`src/rtl/riscv_ctrl_pkg.sv`:
```
// Shared encodings for the multi-cycle RV32I-subset control path:
// ALU ops, opcodes, FSM states and datapath select codes.
package riscv_ctrl_pkg;

    typedef enum logic [3:0] {
        ALU_AND = 4'b0000,
        ALU_OR  = 4'b0001,
        ALU_ADD = 4'b0010,
        ALU_SUB = 4'b0110
    } alu_op_t;

    localparam logic [6:0] OP_R   = 7'b0110011;
    localparam logic [6:0] OP_I   = 7'b0010011;
    localparam logic [6:0] OP_LW  = 7'b0000011;
    localparam logic [6:0] OP_SW  = 7'b0100011;
    localparam logic [6:0] OP_BEQ = 7'b1100011;

    localparam logic [2:0] F3_ADD = 3'b000;
    localparam logic [2:0] F3_OR  = 3'b110;
    localparam logic [2:0] F3_AND = 3'b111;
    localparam logic [2:0] F3_W   = 3'b010;
    localparam logic [2:0] F3_BEQ = 3'b000;

    // S_FETCH must stay at encoding 0: it is the reset state
    typedef enum logic [3:0] {
        S_FETCH, S_DECODE, S_MEM_ADR, S_MEM_RD, S_MEM_WB, S_MEM_WR,
        S_EXEC_R, S_EXEC_I, S_ALU_WB, S_BEQ, S_ILLEGAL
    } state_t;

    // What the current state asks of the ALU decoder
    typedef enum logic [1:0] {CLS_ADD, CLS_SUB, CLS_R, CLS_I} alu_cls_t;

    localparam logic [1:0] SRCA_PC    = 2'b00;
    localparam logic [1:0] SRCA_OLDPC = 2'b01;
    localparam logic [1:0] SRCA_RS1   = 2'b10;
    localparam logic [1:0] SRCB_RS2   = 2'b00;
    localparam logic [1:0] SRCB_IMM   = 2'b01;
    localparam logic [1:0] SRCB_FOUR  = 2'b10;
    localparam logic [1:0] RES_ALUOUT = 2'b00;
    localparam logic [1:0] RES_MDR    = 2'b01;
    localparam logic [1:0] RES_ALU    = 2'b10;

endpackage

```
`src/rtl/alu_decoder.sv`:
```
// Combinational ALU-op decode from state class and funct fields.
module alu_decoder
    import riscv_ctrl_pkg::*;
(
    input  alu_cls_t   cls,
    input  logic [2:0] funct3,
    input  logic       funct7_5,
    output alu_op_t    alu_op,
    output logic       op_illegal
);

    always_comb begin
        alu_op     = ALU_ADD;
        op_illegal = 1'b0;
        case (cls)
            CLS_SUB: alu_op = ALU_SUB;
            CLS_R, CLS_I: begin
                case (funct3)
                    // funct7_5 is an immediate bit for addi, so only R-type honours it
                    F3_ADD:  alu_op = (cls == CLS_R && funct7_5) ? ALU_SUB : ALU_ADD;
                    F3_AND:  alu_op = ALU_AND;
                    F3_OR:   alu_op = ALU_OR;
                    default: op_illegal = 1'b1;
                endcase
            end
            default: ;
        endcase
    end

endmodule

```
`src/rtl/multicycle_ctrl.sv`:
```
// Main control FSM of the multi-cycle core: sequences fetch through
// writeback and handshakes with the unified instruction/data memory.
module multicycle_ctrl
    import riscv_ctrl_pkg::*;
(
    input  logic       clk,
    input  logic       rst,
    input  logic [6:0] opcode,
    input  logic [2:0] funct3,
    input  logic       funct7_5,
    input  logic       zero,
    input  logic       mem_ready,
    output logic       mem_req,
    output logic       mem_we,
    output logic       adr_src,
    output logic       ir_write,
    output logic       pc_write,
    output logic       reg_write,
    output logic [3:0] alu_op,
    output logic [1:0] alu_src_a,
    output logic [1:0] alu_src_b,
    output logic [1:0] result_src,
    output logic       illegal
);

    state_t   state, state_n;
    alu_cls_t cls;
    alu_op_t  dec_op;
    logic     op_illegal;

    alu_decoder u_dec (
        .cls        (cls),
        .funct3     (funct3),
        .funct7_5   (funct7_5),
        .alu_op     (dec_op),
        .op_illegal (op_illegal)
    );

    always_ff @(posedge clk or posedge rst) begin
        if (rst) state <= S_FETCH;
        else     state <= state_n;
    end

    always_comb begin
        cls = CLS_ADD;
        case (state)
            S_EXEC_R: cls = CLS_R;
            S_EXEC_I: cls = CLS_I;
            S_BEQ:    cls = CLS_SUB;
            default:  ;
        endcase
    end

    always_comb begin
        state_n    = state;
        mem_req    = 1'b0;
        mem_we     = 1'b0;
        adr_src    = 1'b0;
        ir_write   = 1'b0;
        pc_write   = 1'b0;
        reg_write  = 1'b0;
        alu_op     = dec_op;
        alu_src_a  = SRCA_PC;
        alu_src_b  = SRCB_RS2;
        result_src = RES_ALUOUT;
        illegal    = 1'b0;
        case (state)
            S_FETCH: begin
                mem_req    = 1'b1;
                alu_src_b  = SRCB_FOUR;
                result_src = RES_ALU;
                if (mem_ready) begin
                    ir_write = 1'b1;
                    pc_write = 1'b1;
                    state_n  = S_DECODE;
                end
            end
            S_DECODE: begin
                // old PC + imm lands in ALU_out as the branch target
                alu_src_a = SRCA_OLDPC;
                alu_src_b = SRCB_IMM;
                case (opcode)
                    OP_R:         state_n = S_EXEC_R;
                    OP_I:         state_n = S_EXEC_I;
                    OP_LW, OP_SW: state_n = S_MEM_ADR;
                    OP_BEQ:       state_n = (funct3 == F3_BEQ) ? S_BEQ : S_ILLEGAL;
                    default:      state_n = S_ILLEGAL;
                endcase
            end
            S_MEM_ADR: begin
                alu_src_a = SRCA_RS1;
                alu_src_b = SRCB_IMM;
                if (funct3 != F3_W)       state_n = S_ILLEGAL;
                else if (opcode == OP_SW) state_n = S_MEM_WR;
                else                      state_n = S_MEM_RD;
            end
            S_MEM_RD: begin
                mem_req = 1'b1;
                adr_src = 1'b1;
                if (mem_ready) state_n = S_MEM_WB;
            end
            S_MEM_WB: begin
                reg_write  = 1'b1;
                result_src = RES_MDR;
                state_n    = S_FETCH;
            end
            S_MEM_WR: begin
                mem_req = 1'b1;
                mem_we  = 1'b1;
                adr_src = 1'b1;
                if (mem_ready) state_n = S_FETCH;
            end
            S_EXEC_R, S_EXEC_I: begin
                alu_src_a = SRCA_RS1;
                alu_src_b = (state == S_EXEC_I) ? SRCB_IMM : SRCB_RS2;
                state_n   = op_illegal ? S_ILLEGAL : S_ALU_WB;
            end
            S_ALU_WB: begin
                reg_write = 1'b1;
                state_n   = S_FETCH;
            end
            S_BEQ: begin
                alu_src_a = SRCA_RS1;
                pc_write  = zero;
                state_n   = S_FETCH;
            end
            S_ILLEGAL: illegal = 1'b1;
            default:   state_n = S_ILLEGAL;
        endcase
        // Reset silences everything combinationally so an in-flight write cannot complete
        if (rst) begin
            mem_req    = 1'b0;
            mem_we     = 1'b0;
            adr_src    = 1'b0;
            ir_write   = 1'b0;
            pc_write   = 1'b0;
            reg_write  = 1'b0;
            alu_op     = 4'b0000;
            alu_src_a  = 2'b00;
            alu_src_b  = 2'b00;
            result_src = 2'b00;
            illegal    = 1'b0;
        end
    end

endmodule

```
`config.mk`:
```
export PLATFORM = sky130hd
export DESIGN_NAME = multicycle_ctrl
export DESIGN_NICKNAME = d
export VERILOG_FILES = /design/src/rtl/riscv_ctrl_pkg.sv /design/src/rtl/alu_decoder.sv /design/src/rtl/multicycle_ctrl.sv
export SDC_FILE = /design/constraint.sdc
export NUM_CORES = 1
export LEC_CHECK = 0
export BUFFER_PORTS_ARGS = -buffer_cell sky130_fd_sc_hd__buf_2
export CORE_ASPECT_RATIO = 0.8
export CORE_UTILIZATION = 25
export CTS_CLUSTER_DIAMETER = 200
export CTS_CLUSTER_SIZE = 28
export DETAILED_ROUTE_END_ITERATION = 6
export PLACE_DENSITY = 0.54
export SYNTH_ARGS = -nofsm -noshare
export SYNTH_HDL_FRONTEND = slang
export SYNTH_SLANG_ARGS = --single-unit
```
`constraint.sdc`:
```
create_clock -name clk -period 2.5 [get_ports clk]
set_clock_uncertainty 0.15 [all_clocks]
set_input_delay 0.25 -clock clk [delete_from_list [all_inputs] [get_ports clk]]
set_output_delay 0.25 -clock clk [all_outputs]
set_load 0.01 [all_outputs]
```
==> flow_summary.json, run 1 <==
{
  "area_delta_synth_final_pct": 28.6,
  "clockBufferDepth": 2,
  "crit_path_end": "alu_src_b[0]",
  "maxSlewHeadroom": 0.555,
  "power_mw": 0.174,
  "post-route-period-util": 0.884,
  "hold_slack_ns": 0.286,
  "synth_area_sq_um": 638,
  "drc_errors": 0,
  "setup_viol": 0,
  "place_hpwl_um": 1360,
  "dp_slack_ns": 0.576,
  "startpoint": "state[1]",
  "coreArea_sq_um": 2270,
  "ys_seq_area_frac": 0.157,
  "cts_hold_buffers": 1,
  "syn_inst": 88,
  "cp_max_fo": 22,
  "cp_top_family": "flip-flops",
  "finalCoreUtilization": 0.361,
  "num_rows": 15,
  "path_cells": "xor2_1, nor2_1, a2111oi_0, buf_2",
  "synthesis.nets": 103,
  "rsz0062_at_grt": "false",
  "r2r-end": "state[1]",
  "finalSetupTns_ns": 0,
  "cts_max_level": 1,
  "fin_ws_ns": 0.291,
  "grt_pass1_wl_um": 2990,
  "drv_cap": 0,
  "avgViaCountPerCell": 5.10,
  "max_freq_ghz": 0.453,
  "grt_max_degree": 23,
  "ys_types": 42,
  "clock_latency_ns": 0.23,
  "vdd.ir_drop.worst_uv": 76.7,
  "drt_iter0_markers": 18,
  "finalWeightedCongestion": 0.803,
  "placed_cells": 145,
  "status": "complete, no violations",
  "post_cts_resized": 0,
  "hold_violations": 0,
  "path_class": "reg -> out",
  "final_cell_area_sq_um": 821,
  "cts_sinks": 4,
  "synth-seq-cells": 4,
  "drtAntennaViolNets": 0,
  "grt.overflow.total": 0,
  "crit_cells": 4,
  "syn_area_per_cell_sq_um": 7.25,
  "grt_pass1_vias": 667,
  "arrival_ns": 1.81,
  "period_needed_ns": 2.21,
  "final_max_slew_viol_count": 0,
  "die_y_um": 47.2,
  "rr_worst_depth": 4,
  "finalNonFillerCells": 149,
  "worstSetupEndpointType": "primary output",
  "io_pins": 32,
  "fillers": 267,
  "antenna_found_initial": 0,
  "die_w_um": 58.5,
  "hp-class": "in -> reg",
  "finalWirelength_um": 1790,
  "final-seq-area_sq_um": 100,
  "nets": 132,
  "cts_tree": "yes",
  "worst_ep_required_time_ns": 2.10,
  "top_regs": "state x4",
  "cp_slowest_cell": "dfrtp_1",
  "post_drt_wl_per_cell_um": 12.0,
  "multi_input_area_sq_um": 480,
  "p_leak_nw": 0.355,
  "yosysWarnings": 0,
  "post_cts_buffers": 0,
  "root_buffer": "clkbuf_4",
  "tightest_slew_ns": 0.667,
  "largest_reg_flops": 4,
  "placed_cell_area_sq_um": 788,
  "whs_path_depth": 3,
  "dr.pass1.iters": 6,
  "regMostFlops": "state",
  "drive_gt1_frac": 0.322,
  "initial_utilization": 0.281,
  "portBuffers": 30,
  "critPathBufInv": 1,
  "r2r-start": "state[1]",
  "vias": 760,
  "cp-start-kind": "flip-flop",
  "dieArea_sq_um": 2760,
  "path_clk_slew_ns": 0.03,
  "p_per_area_nw_per_um2": 212,
  "n_antenna_cell": 0,
  "r2r_slack_ns": 0.57,
  "cts_buffers": 3,
  "grt_use_total": 0.142,
  "critPathMaxStageDelay_ns": 0.76
}
## area by class of cell
class | count | share of cell area
multi-input cells | 74 | 0.585
repair buffers | 32 | 0.204
flip-flops and latches | 4 | 0.122
well taps | 34 | 0.0518
clock buffers | 3 | 0.0274
inverters | 2 | 0.00915
## synth_stat cells, drive strengths merged
| master | instances | area [sq um] |
|---|---|---|
| nor3 | 6 | 30.0 |
| or4b | 1 | 13.8 |
| nor4 | 3 | 18.8 |
| xnor2 | 2 | 17.5 |
| o211ai | 2 | 15.0 |
| o22ai | 1 | 6.26 |
| o21a | 1 | 7.51 |
| buf | 7 | 46.3 |
| o31ai | 1 | 7.51 |
| nor3b | 4 | 30.0 |
| o21ai | 2 | 10.0 |
| a221oi | 1 | 8.76 |
| clkbuf | 1 | 3.75 |
| a32o | 2 | 20.0 |
| a31o | 2 | 17.5 |
| nand3 | 2 | 10.0 |
| o21ba | 1 | 10.0 |
| a21oi | 3 | 15.0 |
| nand3b | 2 | 15.0 |
| nor2 | 9 | 33.8 |
| and4bb | 1 | 12.5 |
| a2111oi | 1 | 8.76 |
| or2 | 2 | 12.5 |
| dfrtp | 4 | 100 |
| a31oi | 1 | 6.26 |
| a211oi | 1 | 7.51 |
| nand2 | 5 | 18.8 |
| nor2b | 5 | 31.3 |
| xor2 | 1 | 8.76 |
| and3 | 2 | 12.5 |
| or3 | 2 | 12.5 |
| a41oi | 2 | 25.0 |
| nand2b | 1 | 6.26 |
| conb | 1 | 3.75 |
| and2 | 3 | 18.8 |
| inv | 2 | 7.51 |
| a32oi | 1 | 8.76 |
## power by group
part           leakage (nW)  switching (mW)  internal [mW]
logic                 0.296          0.0180         0.0148
clock network        0.0138          0.0229         0.0534
registers            0.0455               0         0.0651
total                 0.355          0.0409          0.133
## worst min path at each step
stage / start / to / slack (ns)
finish: opcode[6] / state[3] / 0.29
CTS: opcode[6] / state[3] / 0.27
detailed placement: rst / state[0] / 0.10
floorplan: rst / state[0] / 0.08
global route: opcode[6] / state[3] / 0.29
global placement: rst / state[0] / 0.12
## layer usage
| layer | vias up | track usage | routed length (um) |
|---|---|---|---|
| met5 | - | 0 | 0 |
| met4 | 0 | 0.0286 | 0 |
| met3 | 0 | 0.0165 | 107 |
| met2 | 34 | 0.232 | 761 |
| met1 | 341 | 0.204 | 924 |
| li1 | 385 | - | - |
## cell usage in the layout (no fill, tap or decap), drive strengths merged, types with 3 or more instances in the layout
master   n
a21oi    3
and2     3
buf     31
clkbuf   3
dfrtp    4
nand2    5
nor2     9
nor2b    5
nor3     6
nor3b    4
nor4     3
## worst min-delay path, stage by stage
cell and delay (ns):
buf_2 0.12, nor2b_1 0.07, o211ai_1 0.18
## cell families (layout without fill, tap and decap cells)
| kind of cell | after synthesis | in the layout | synth area share |
|---|---|---|---|
| compound gates | 22 | 22 | 0.273 |
| xor+xnor | 3 | 3 | 0.0412 |
| buf+inv | 10 | 37 | 0.0902 |
| flops | 4 | 4 | 0.157 |
| other cells | 1 | 1 | 0.00588 |
| simple gates | 48 | 48 | 0.433 |
Power figures use the tool's default switching activity.
==> run 2, diff against run 1 <==
Settings changed: SETUP_SLACK_MARGIN set to 0.4.
==> flow_summary.json, run 2 (same netlist as run 1, synthesis figures left out) <==
{
  "cp_slowest_cell": "dfrtp_4",
  "cts_sinks": 4,
  "post-route-period-util": 0.807,
  "clockBufferDepth": 2,
  "most-common-layout-cells": "30 x buf_2, 8 x nor2_1, 5 x nor3_1, 5 x nand2_1, 4 x nor2b_1",
  "drc_errors": 0,
  "grt_max_degree": 23,
  "drt_iter0_markers": 11,
  "dr.pass1.iters": 4,
  "swShare": 0.239,
  "initial_utilization": 0.281,
  "path_clk_slew_ns": 0.03,
  "setup_viol": 0,
  "hold_violations": 0,
  "drtAntennaViolNets": 0,
  "coreArea_sq_um": 2270,
  "vias": 758,
  "cp-start-kind": "flip-flop",
  "grt.overflow.total": 0,
  "avgViaCountPerCell": 5.09,
  "layout_commonest_cell": "buf_2",
  "rsz0062_at_grt": "true",
  "num_rows": 15,
  "post_cts_buffers": 0,
  "root_buffer": "clkbuf_4",
  "p_leak_nw": 0.356,
  "top_regs": "state x4",
  "grt_use_total": 0.144,
  "antenna_found_initial": 0,
  "p_int_mw": 0.133,
  "max_freq_ghz": 0.496,
  "path_cells": "or4b_4, nor2_1, buf_2",
  "io_pins": 32,
  "power_frac_comb": 0.188,
  "arrival_ns": 1.62,
  "maxSlewHeadroom": 0.662,
  "finalSetupTns_ns": 0,
  "cp_max_fo": 22,
  "vdd.ir_drop.worst_uv": 62.2,
  "met2_usage": 0.239,
  "power_switching_mw": 0.0418,
  "use_met3": 0.0165,
  "hold_slack_ns": 0.286,
  "finalWeightedCongestion": 0.803,
  "die_y_um": 47.2,
  "power_mw": 0.175,
  "drive_gt1_frac": 0.391,
  "tightest_slew_ns": 0.503,
  "clkPwrFrac": 0.441,
  "cts_max_level": 1,
  "grtUsageMet1": 0.206,
  "hp-class": "in -> reg",
  "p_per_area_nw_per_um2": 208,
  "portBuffers": 30,
  "clock_latency_ns": 0.23,
  "worstSetupEndpointType": "primary output",
  "status": "complete, no violations",
  "grt_pass1_vias": 676,
  "path_class": "reg -> out",
  "cp_top_family": "simple AND/OR/NAND/NOR gates",
  "seqPwrFrac": 0.372,
  "drv_cap": 0,
  "cts_buffers": 3,
  "worst_ep_required_time_ns": 2.10,
  "finalWirelength_um": 1840,
  "largest_reg_flops": 4,
  "n_antenna_cell": 0,
  "r2r_slack_ns": 0.68,
  "final_max_slew_viol_count": 0,
  "grt_busiest_layer": "met2",
  "period_needed_ns": 2.02,
  "critPathBufInv": 1,
  "final_cell_area_sq_um": 843,
  "place_hpwl_um": 1360,
  "die_w_um": 58.5,
  "placed_cell_area_sq_um": 788,
  "cts_tree": "yes",
  "critPathMaxStageDelay_ns": 0.58,
  "nets": 132,
  "area_delta_synth_final_pct": 32.2,
  "dieArea_sq_um": 2760,
  "fillers": 265,
  "grt_pass1_wl_um": 3040,
  "post_drt_wl_per_cell_um": 12.3,
  "regMostFlops": "state"
}
-- run 2: path summary, 6_finish.rpt --
check	from	to	cells past startpoint
worst max-delay path	state[1]	alu_src_a[0]	3
max in group asynchronous	rst	state[1]	3
worst min register to register	state[3]	state[2]	1
worst min-delay path	opcode[6]	state[3]	3
worst max register to register	state[1]	state[1]	4
min in group asynchronous	rst	state[0]	3
-- run 2: worst register-to-register path: cells and delay by family (launching register included) --
kind,cells,cell delay [ns]
and+or+nand+nor,2,0.66
DFF,1,0.58
AOI/OAI and AO/OA,2,0.35
-- run 2: cell type report --
cell class              instances  area [sq um]  area share
multi-input cells              74           495       0.588
inverters                       2          7.51     0.00890
clock buffers                   3          22.5      0.0267
well taps                      34          42.5      0.0504
flip-flops and latches          4           108       0.128
repair buffers                 32           168       0.199
-- run 2: repair_timing --
| action | CTS | global route |
|---|---|---|
| endpoints found under the setup margin | 7 | 6 |
| hold endpoints to repair | 4 | 0 |
| hold buffers | 1 | 0 |
| gates resized for setup | 4 | 5 |
-- run 2: routing by layer --
metal	up-vias	routed length, um
li1	383	-
met1	350	940
met2	25	811
met3	0	83
met4	0	0
met5	-	0
-- run 2: power groups by stage --
stage	Combinational, mW	Clock, mW	Sequential [mW]
4_1_cts	0.0327	0.0807	0.0651
2_1_floorplan	0.0144	0	0.0659
5_1_grt	0.0364	0.0904	0.0649
6_report	0.0329	0.0772	0.0651
3_3_place_gp	0.0313	0	0.0659
3_5_place_dp	0.0313	0	0.0659
-- run 2: through the flow --
stage / utilization / std cells / worst slack [ns]
6_report: 0.371 / 149 / 0.483
5_1_grt: 0.371 / 149 / 0.308
4_1_cts: 0.366 / 149 / 0.451
3_5_place_dp: 0.347 / 145 / 0.576
3_3_place_gp: 0.347 / 145 / 0.579
2_1_floorplan: - / 88 / 0.670
